===== src/rtl/mem_access_ctrl.sv =====
// Sequences one CPU read/write per valid/ready handshake into setup/strobe/hold cycles on a combinational memory.
// Response arrives WAIT_CYCLES+2 cycles after accept; req_ready is low while busy, and responses are never stalled.
module mem_access_ctrl #(
  parameter int ADDR_W      = 12,
  parameter int DATA_W      = 16,
  parameter int WAIT_CYCLES = 1
) (
  input  logic              clk,
  input  logic              reset,
  input  logic              req_valid,
  output logic              req_ready,
  input  logic              req_write,
  input  logic [ADDR_W-1:0] req_addr,
  input  logic [DATA_W-1:0] req_wdata,
  output logic              rsp_valid,
  output logic [DATA_W-1:0] rsp_rdata,
  output logic [ADDR_W-1:0] mem_adress,
  output logic              mem_read,
  output logic              mem_write,
  output logic [DATA_W-1:0] mem_indata,
  input  logic [DATA_W-1:0] mem_outdata
);

  generate
    if (WAIT_CYCLES < 1 || WAIT_CYCLES > 15) begin : g_bad_wait
      $error("mem_access_ctrl: WAIT_CYCLES=%0d outside 1..15", WAIT_CYCLES);
    end
  endgenerate

  typedef enum logic [1:0] {IDLE, SETUP, STROBE, HOLD} state_t;

  state_t     state;
  logic [3:0] cnt;
  logic       we;

  always_ff @(posedge clk or posedge reset) begin
    if (reset) begin
      state      <= IDLE;
      req_ready  <= 1'b1;
      rsp_valid  <= 1'b0;
      rsp_rdata  <= '0;
      mem_adress <= '0;
      mem_read   <= 1'b0;
      mem_write  <= 1'b0;
      mem_indata <= '0;
      cnt        <= '0;
      we         <= 1'b0;
    end else begin
      case (state)
        IDLE: begin
          rsp_valid <= 1'b0;
          if (req_valid && req_ready) begin
            mem_adress <= req_addr;
            mem_indata <= req_wdata;
            we         <= req_write;
            req_ready  <= 1'b0;
            state      <= SETUP;
          end
        end
        SETUP: begin
          // Address and data have been stable for a full cycle before either strobe rises.
          cnt       <= 4'(WAIT_CYCLES - 1);
          mem_write <= we;
          mem_read  <= ~we;
          state     <= STROBE;
        end
        STROBE: begin
          if (cnt == 4'd0) begin
            mem_read  <= 1'b0;
            mem_write <= 1'b0;
            rsp_valid <= 1'b1;
            if (!we) rsp_rdata <= mem_outdata;
            state     <= HOLD;
          end else begin
            cnt <= cnt - 4'd1;
          end
        end
        HOLD: begin
          rsp_valid <= 1'b0;
          req_ready <= 1'b1;
          state     <= IDLE;
        end
        default: begin
          mem_read  <= 1'b0;
          mem_write <= 1'b0;
          rsp_valid <= 1'b0;
          req_ready <= 1'b1;
          state     <= IDLE;
        end
      endcase
    end
  end

endmodule


===== config.mk =====
export PLATFORM = sky130hd
export DESIGN_NAME = mem_access_ctrl
export DESIGN_NICKNAME = d
export VERILOG_FILES = /design/src/rtl/mem_access_ctrl.sv
export SDC_FILE = /design/constraint.sdc
export NUM_CORES = 1
export LEC_CHECK = 0
export CAP_MARGIN = 20
export CORE_UTILIZATION = 38
export CTS_CLUSTER_DIAMETER = 80
export DETAILED_ROUTE_END_ITERATION = 8
export PLACE_DENSITY_LB_ADDON = 0.1
export SYNTH_ARGS = -nofsm -noshare
export SYNTH_HDL_FRONTEND = slang
export SYNTH_SLANG_ARGS = --single-unit

===== constraint.sdc =====
create_clock -name clk -period 1.8 [get_ports clk]
set_clock_uncertainty 0.2 [all_clocks]
set_input_delay 0.36 -clock clk [delete_from_list [all_inputs] [get_ports clk]]
set_output_delay 0.36 -clock clk [all_outputs]
set_load 0.03 [all_outputs]

==> reports/results.ini <==
[sta]
rsz0062_at_grt=true
slew_violations=0
timing.hold.ws_ns=0.194
fmax_mhz=556
post-route-period-util_pct=100
relSlewSlack_pct=73.1
min_period_ns=1.80
fin_setup_tns_ns=0
finalHoldViolCount=0
setup_viol=0
worst_pin_slew_ns=0.403

[placed_design]
io_buffers=95
globalplace.congestion=0.730
place_area_um2=3440
place_inst=326
hpwl_um=3410

[logic_synthesis]
synthAdderAreaFrac_pct=2.74
synth_mux_area_share_pct=26.1
yosysTopAreaCell=dfrtp_1
synthFlopType=dfrtp_1
synth_commonest_cells=dfrtp_1 (54), mux2_2 (36), mux2_4 (10)
syn_area_um2=2280
async_flop_share_pct=100
netlist.area_leader.share_pct=59.2
yosysSeqAreaShare_pct=60.4
synth.avg_cell_area_um2=15.2
ys_types=25
synth-simple-area-share_pct=5.21
synth-seq-cells=55
synth_edf_count=0
postSynthCellCount=150
yosysMostFrequentCell=dfrtp_1
syn-num-nets=203
synth-compound-area-share_pct=1.87
synth_area_leaders=dfrtp_1 (59%), mux2_2 (18%), mux2_4 (6.6%)
synth-xor-area-share_pct=0
synth_top_family_by_area=multiplexers
yosys_warnings=0

[cts]
cts_sinks=55
hold_buffers=0
htreeDepth=2
cts_tree=yes
cts_buffer_depth=2
root_buffer=clkbuf_8
path_clk_slew_ns=0.09
cts_buffers=5
clkLatencyLatePin_ns=0.30

[setup_path]
worst-setup-path-type=flip-flop to flip-flop
r2r_start=cnt[0]
reg2reg_depth=6
critical_path_required_ns=1.79
rrSetupSlack_ns=0.0004
worst_setup_path_end_kind=flip-flop
reg2reg_to=rsp_rdata[8]
cp_max_fo=11
arrival_ns=1.79
cp-start-kind=flip-flop

[drt]
wire_per_inst_um=14.1
ant_nets=0
drt-total-wl_um=4750
routed-via-count=1535
vias_per_cell=4.57
drt_first_pass_iters=4
drc_errors=0
drtIter0Drc=13

[finish]
fin_util_pct=63.6
post_route_cells_drive_above_1_share_pct=32.6
final_cells=336
final_area_um2=3590
nets=316
diodes=0
synthToLayoutAreaGrowth_pct=57.3

[power_and_ir_drop]
ir_worst_vdd_mv=0.927
switchingPower_mw=2.59
combPwrFrac_pct=54.6
power_frac_seq_pct=32.9
p_leak_nw=1.70
power.internal_mw=3.86
swShare_pct=40.1
power_density_nw_per_um2=1800
pwr-share-clk_pct=12.5

[die]
dieArea_um2=6320
pin_count=96
dieWidth_um=79.5
core_area_um2=5640
initial_core_util_pct=40.4
die_y_um=79.5
fp-row-count=27

[status]
outcome=finished clean

[grt]
grt_pass1_vias=1613
grt_max_degree=30
antenna_found_initial=0
grt_pass1_wl_um=7590
grt_overflow=0
grt_use_total_pct=15.9

[hold_path]
worstHoldPathType=primary input to async pin

[run]
max-cap-violations=0

[worst max-delay path by stage]
stage,slack [ns],end,from,depth (start not counted)
5_1_grt,-0.06,state[1],cnt[0],5
4_1_cts,-0.01,rsp_rdata[14],cnt[0],6
3_3_place_gp,-0.04,state[1],cnt[0],5
6_report,0.0004,rsp_rdata[8],cnt[0],6
2_1_floorplan,-0.19,rsp_rdata[0],state[0],8
3_5_place_dp,-0.06,state[1],cnt[1],5
[sequential cells by signal, summed over array words and instances (netlist names)]
signal / cells
rsp_rdata: 16
rsp_valid: 1
state: 2
cnt: 4
we: 1
mem_write: 1
req_ready: 1
mem_indata: 16
mem_read: 1
mem_adress: 12
[cells by family (layout without fill, tap and decap cells)]
| kind of cell | after synthesis | after routing |
|---|---|---|
| AO/OA/AOI/OAI | 6 | 6 |
| adder cells (fa/ha/maj) | 5 | 5 |
| buffers and inverters | 13 | 127 |
| flip-flops | 55 | 55 |
| multiplexers | 50 | 50 |
| AND/OR/NAND/NOR | 21 | 21 |
[critical path, cell delays in order (launching register included)]
cell	delay [ns]
dfrtp_1	0.40
inv_2	0.07
ha_4	0.14
and4bb_4	0.23
nor2b_4	0.18
buf_12	0.17
mux2_4	0.30
[power groups by stage]
stage,sequential (mW),combinational (mW),clock [mW]
2_1_floorplan,3.23,1.22,0
3_3_place_gp,2.15,3.76,0
3_5_place_dp,2.15,3.81,0
4_1_cts,2.13,3.53,0.848
5_1_grt,2.21,3.73,0.890
6_report,2.12,3.52,0.807
[routing by layer]
metal	vias to the layer above	GRT usage, %	wire, um
li1	739	-	-
met1	730	20.2	2070
met2	61	24.6	2210
met3	5	6.06	397
met4	0	5.45	63
met5	-	0	0
[per-stage QoR]
stage / setup WS, ns / power [mW]
6_report: 0.000375 / 6.45
5_1_grt: -0.0613 / 6.83
4_1_cts: -0.0121 / 6.50
3_5_place_dp: -0.0603 / 5.96
3_3_place_gp: -0.0435 / 5.91
2_1_floorplan: -0.185 / 4.45
[final cells by class]
class	instances	area (um2)
fillers	482	2050
well taps	72	90.1
clock inverters	3	43.8
multi-input cells	82	888
repair buffers	113	1090
flip-flops and latches	55	1380
inverters	6	26.3
clock buffers	5	68.8
[cell usage in the layout, fill, tap and decap left out, types with 5 or more instances in the layout]
master / n
mux2_2: 29
clkdlybuf4s50_1: 47
dlygate4sd2_1: 47
clkbuf_8: 5
dfrtp_1: 54
mux2_4: 17
buf_4: 12
nand2_1: 7
[timing repair]
action                                  4_1_cts  5_1_grt
cloned                                        0        1
buffers inserted                              1        0
gates resized for setup                      63        3
pin swaps                                     2        0
endpoints found under the setup margin       65       39
(Power assumes the default switching activity.)
